$ cat config.mk
export PLATFORM = sky130hd
export DESIGN_NAME = riscv_boot_loader
export DESIGN_NICKNAME = d
export VERILOG_FILES = /design/src/rtl/riscv_boot_loader.sv
export SDC_FILE = /design/constraint.sdc
export NUM_CORES = 1
export LEC_CHECK = 0
export CAP_MARGIN = 15
export CELL_PAD_IN_SITES_DETAIL_PLACEMENT = 0
export CELL_PAD_IN_SITES_GLOBAL_PLACEMENT = 1
export CORE_MARGIN = 2
export CORE_UTILIZATION = 40
export DETAILED_ROUTE_END_ITERATION = 10
export PLACE_DENSITY_LB_ADDON = 0.1
export RECOVER_POWER = 50
export REMOVE_ABC_BUFFERS = 1
export SYNTH_ARGS = -nofsm -noshare
export SYNTH_HDL_FRONTEND = slang
export SYNTH_SLANG_ARGS = --single-unit
export TNS_END_PERCENT = 10
$ cat constraint.sdc
create_clock -name clk_in -period 3.3 [get_ports clk_in]
set_input_delay 0.66 -clock clk_in [delete_from_list [all_inputs] [get_ports clk_in]]
set_output_delay 0.66 -clock clk_in [all_outputs]
set_load 0.02 [all_outputs]
$ cat src/rtl/riscv_boot_loader.sv
// rtl/riscv_boot_loader.sv - loads a length-prefixed little-endian word image from a byte stream into imem, then releases the core.
module riscv_boot_loader #(
  parameter int IMEM_DEPTH_WORDS = 4096,
  parameter int TIMEOUT_CYCLES   = 1000000
) (
  input  logic        clk_in,
  input  logic        rst_in,
  input  logic [7:0]  rx_data_in,
  input  logic        rx_valid_in,
  input  logic        load_req_in,
  output logic [31:0] imem_addr_out,
  output logic [31:0] imem_data_out,
  output logic        imem_we_out,
  output logic        core_rst_out,
  output logic        busy_out,
  output logic        error_out,
  output logic [31:0] words_loaded_out
);

  localparam int TW = $clog2(TIMEOUT_CYCLES + 1);

  typedef enum logic [2:0] {S_LEN, S_LOAD, S_FLUSH, S_RUN, S_ERROR} state_t;

  state_t        state, state_n;
  logic [1:0]    byte_idx;
  logic [31:0]   shift_q;
  logic [31:0]   len_q;
  logic [TW-1:0] tmo_cnt;
  logic [31:0]   asm_word;
  logic          last_byte;
  logic          counting;
  logic          tmo_hit;

  // Bytes arrive LSB first, so each new byte enters at the top and the word settles after four.
  assign asm_word  = {rx_data_in, shift_q[31:8]};
  assign last_byte = rx_valid_in && (byte_idx == 2'd3);
  assign counting  = (state == S_LOAD) || ((state == S_LEN) && (byte_idx != 2'd0));
  assign tmo_hit   = counting && !rx_valid_in && (tmo_cnt == TW'(TIMEOUT_CYCLES - 1));

  always_comb begin
    state_n = state;
    case (state)
      S_LEN: begin
        if (last_byte) begin
          if (asm_word == 32'd0)                       state_n = S_RUN;
          else if (asm_word > 32'(IMEM_DEPTH_WORDS))   state_n = S_ERROR;
          else                                         state_n = S_LOAD;
        end else if (tmo_hit) begin
          state_n = S_ERROR;
        end
      end
      S_LOAD: begin
        if (last_byte && (words_loaded_out == len_q - 32'd1)) state_n = S_FLUSH;
        else if (tmo_hit)                                      state_n = S_ERROR;
      end
      S_FLUSH: state_n = S_RUN;
      S_RUN, S_ERROR: if (load_req_in) state_n = S_LEN;
      default: state_n = S_LEN;
    endcase
  end

  always_ff @(posedge clk_in) begin
    if (rst_in) begin
      state            <= S_LEN;
      byte_idx         <= 2'd0;
      shift_q          <= 32'd0;
      len_q            <= 32'd0;
      tmo_cnt          <= '0;
      imem_addr_out    <= 32'd0;
      imem_data_out    <= 32'd0;
      imem_we_out      <= 1'b0;
      core_rst_out     <= 1'b1;
      busy_out         <= 1'b1;
      error_out        <= 1'b0;
      words_loaded_out <= 32'd0;
    end else begin
      state        <= state_n;
      core_rst_out <= (state_n != S_RUN);
      busy_out     <= (state_n == S_LEN) || (state_n == S_LOAD) || (state_n == S_FLUSH);
      error_out    <= (state_n == S_ERROR);
      imem_we_out  <= 1'b0;

      if (((state == S_LEN) || (state == S_LOAD)) && rx_valid_in) begin
        shift_q  <= asm_word;
        byte_idx <= byte_idx + 2'd1;
        tmo_cnt  <= '0;
        if (byte_idx == 2'd3) begin
          if (state == S_LEN) begin
            len_q <= asm_word;
          end else begin
            imem_we_out      <= 1'b1;
            imem_addr_out    <= {words_loaded_out[29:0], 2'b00};
            imem_data_out    <= asm_word;
            words_loaded_out <= words_loaded_out + 32'd1;
          end
        end
      end else if (state_n != state) begin
        tmo_cnt <= '0;
      end else if (counting) begin
        tmo_cnt <= tmo_cnt + 1'b1;
      end

      // A reload starts from a clean byte alignment and an empty count.
      if (((state == S_RUN) || (state == S_ERROR)) && load_req_in) begin
        byte_idx         <= 2'd0;
        words_loaded_out <= 32'd0;
      end
    end
  end

endmodule
==> flow_metrics.env <==
export IMPL_tightest_slew_ps=1620
export IMPL_ant_nets=0
export IMPL_leakage_nw=3.67
export IMPL_viasPerCell=5.17
export IMPL_yosysUniqueCellTypes=61
export IMPL_cpMaxStageDelayCell="clkbuf_1"
export IMPL_grt_overflow=0
export IMPL_netlist_instances=1057
export IMPL_finalClockSkew_ps=9.49
export IMPL_syn_cell_area_sq_mm=0.00818
export IMPL_arrival_ps=3390
export IMPL_nets=1160
export IMPL_fmax_mhz=330
export IMPL_mostFrequentLayoutCell="nand2_1"
export IMPL_synth_seq_area_share=0.438
export IMPL_synth_area_leaders="dfxtp_1, nand2_1, a21oi_1, xnor2_1, nor2_1"
export IMPL_synth_top_area_frac=0.438
export IMPL_grt_pass1_vias=6756
export IMPL_path_cells="dlygate4sd3_1 > clkbuf_1 > and4bb_2 > buf_4 > and2_1 > clkbuf_1 > nand2_1 > a21oi_1"
export IMPL_diodes=0
export IMPL_crit_type="in2reg"
export IMPL_numCtsBuffers=17
export IMPL_p_int_mw=3.48
export IMPL_ys_ff_latch=179
export IMPL_core_region_area_sq_mm=0.0202
export IMPL_clkPwrFrac=0.478
export IMPL_p_per_area_mw_per_mm2=446
export IMPL_hold_slack_ps=449
export IMPL_die_area_sq_mm=0.0216
export IMPL_layout_common_cells="nand2_1, dfxtp_1, a21oi_1, nor2_1, dlygate4sd3_1"
export IMPL_endpoint_kind="flip-flop"
export IMPL_p_comb_frac=0.035
export IMPL_synthFlopType="dfxtp_1"
export IMPL_gr_usage_all_layers=0.205
export IMPL_maxSlewViolCount=35
export IMPL_h_tree_depth=4
export IMPL_yosys_warnings=0
export IMPL_clockBufferDepth=2
export IMPL_firstDrtPassIters=5
export IMPL_io_pins=112
export IMPL_switchingPower_mw=1.03
export IMPL_setup_viol=0
export IMPL_drtIter0Drc=443
export IMPL_cts_root_buf="clkbuf_16"
export IMPL_crit_top_cell="clkbuf_1"
export IMPL_layout_drive_gt1_share=0.0580
export IMPL_rows=52
export IMPL_cts_tree="built"
export IMPL_wl_per_cell_um=15.3
export IMPL_clkTransAtPathRegs_ps=60
export IMPL_die_h_um=147
export IMPL_post_cts_buffers=0
export IMPL_slew_limit_headroom=-0.0799
export IMPL_dieWidth_um=147
export IMPL_peakVddDrop_mv=0.322
export IMPL_area_growth_pct=23.8
export IMPL_hp_class="reg2reg"
export IMPL_vias=7367
export IMPL_grt_max_degree=65
export IMPL_hpwl_mm=15.7
export IMPL_cts_hold_buffers_added=0
export IMPL_drt_total_wl_mm=21.9
export IMPL_cts_sink_count=179
export IMPL_cp_start_kind="input port"
export IMPL_rsz0062_at_grt="false"
export IMPL_swShare=0.229
export IMPL_gp_congestion=0.871
export IMPL_clk_latency_ps=430
export IMPL_grt_pass1_wl_mm=35.9
export IMPL_post_synth_cell_area_avg_sq_um=7.74
export IMPL_cap_viol_max_count=1
export IMPL_cts_resized=0
export IMPL_async_flop_share=0
export IMPL_hold_violations=0
export IMPL_period_share=0.918
export IMPL_fin_tns_setup_ps=0
export IMPL_synth_area_leader_cell="dfxtp_1"
export IMPL_critPathMaxFanout=32
export IMPL_route_detailed_drc=0
export IMPL_slowest_delay_ps=1030
export IMPL_io_buffers=109
export IMPL_worstPathRequired_ps=3660
export IMPL_synth_edf_count=0
export IMPL_antenna_found_initial=0
export IMPL_period_needed_ps=3030
export IMPL_pwr_share_seq=0.487
export IMPL_initial_core_util=0.405
export IMPL_status="finished with violations"
export IMPL_violations="max-capacitance violations, max-slew violations"
export IMPL_power_mw=4.51
[state kept, by name, indices dropped and copies added (netlist names)]
signal / count
busy_out: 1
byte_idx: 2
core_rst_out: 1
error_out: 1
imem_addr_out: 30
imem_data_out: 32
imem_we_out: 1
len_q: 32
shift_q: 24
state: 3
tmo_cnt: 20
words_loaded_out: 32
[through the flow]
stage | utilization | setup slack, ps | cell area, sq um | cells
2_1_floorplan | - | 373 | 7890 | 990
3_3_place_gp | 0.472 | 164 | 9510 | 1394
3_5_place_dp | 0.472 | 128 | 9510 | 1394
4_1_cts | 0.503 | 455 | 10100 | 1426
5_1_grt | 0.502 | 113 | 10100 | 1426
6_report | 0.502 | 270 | 10100 | 1426
[worst max-delay path, delay by kind of cell]
family,cells,cell delay (ps)
buffers and inverters,4,1940
AND/OR/NAND/NOR,3,610
AO/OA/AOI/OAI,1,170
[Yosys cell counts (7+ instances only)]
master and number:
nand2b_1 8, nand4_1 19, a21oi_1 137, clkbuf_1 58, or3_1 14, dfxtp_1 179, o21ai_0 16, xnor2_1 49
and2_1 7, xor2_1 31, nor2_1 81, nand2_1 278, inv_1 18, nor4_1 18, and3_1 11, nor3_1 20
a31oi_1 7, nand3_1 23
[final timing paths]
path / to / cells after the start / startpoint / slack, ps
max: len_q[31]$_SDFFE_PP0P_ / 8 / rx_valid_in / 270
min: imem_addr_out[16]$_SDFFE_PP0P_ / 2 / imem_addr_out[16]$_SDFFE_PP0P_ / 450
max reg2reg: state[0]$_SDFF_PP0_ / 9 / len_q[0]$_SDFFE_PP0P_ / 480
min reg2reg: imem_addr_out[16]$_SDFFE_PP0P_ / 2 / imem_addr_out[16]$_SDFFE_PP0P_ / 450
[layout make-up]
type | count | area, sq um
flip-flops and latches | 179 | 3580
repair buffers | 134 | 1260
inverters | 18 | 67.6
fillers | 2019 | 10000
well taps | 270 | 338
multi-input cells | 793 | 4250
clock buffers | 20 | 457
clock inverters | 12 | 170
[routing by layer]
metal / part of all wire / vias up / global-route usage
li1: - / 3742 / -
met1: 0.49 / 3438 / 0.294
met2: 0.44 / 160 / 0.310
met3: 0.039 / 27 / 0.0311
met4: 0.024 / 0 / 0.0846
met5: 0 / - / 0
[power groups by stage]
stage | clock, mW | sequential [mW] | combinational (mW)
final | 2.16 | 2.20 | 0.158
after CTS | 2.21 | 2.20 | 0.161
after global routing | 2.31 | 2.20 | 0.175
after floorplan | 0 | 2.24 | 0.0788
after detailed placement | 0 | 2.25 | 0.161
after global placement | 0 | 2.25 | 0.159
[logic make-up (layout without fill, tap and decap cells)]
kind of cell,Yosys count,count (layout),share of synthesized area
XOR/XNOR,80,80,0.0857
buffers and inverters,86,184,0.0433
AND/OR/NAND/NOR,517,517,0.292
other,1,2,0.000459
multiplexers,3,3,0.00383
flip-flops,179,179,0.438
AO/OA/AOI/OAI,186,186,0.129
adder cells (fa/ha/maj),5,5,0.00765
No activity file was read; power rests on OpenSTA's default activity.
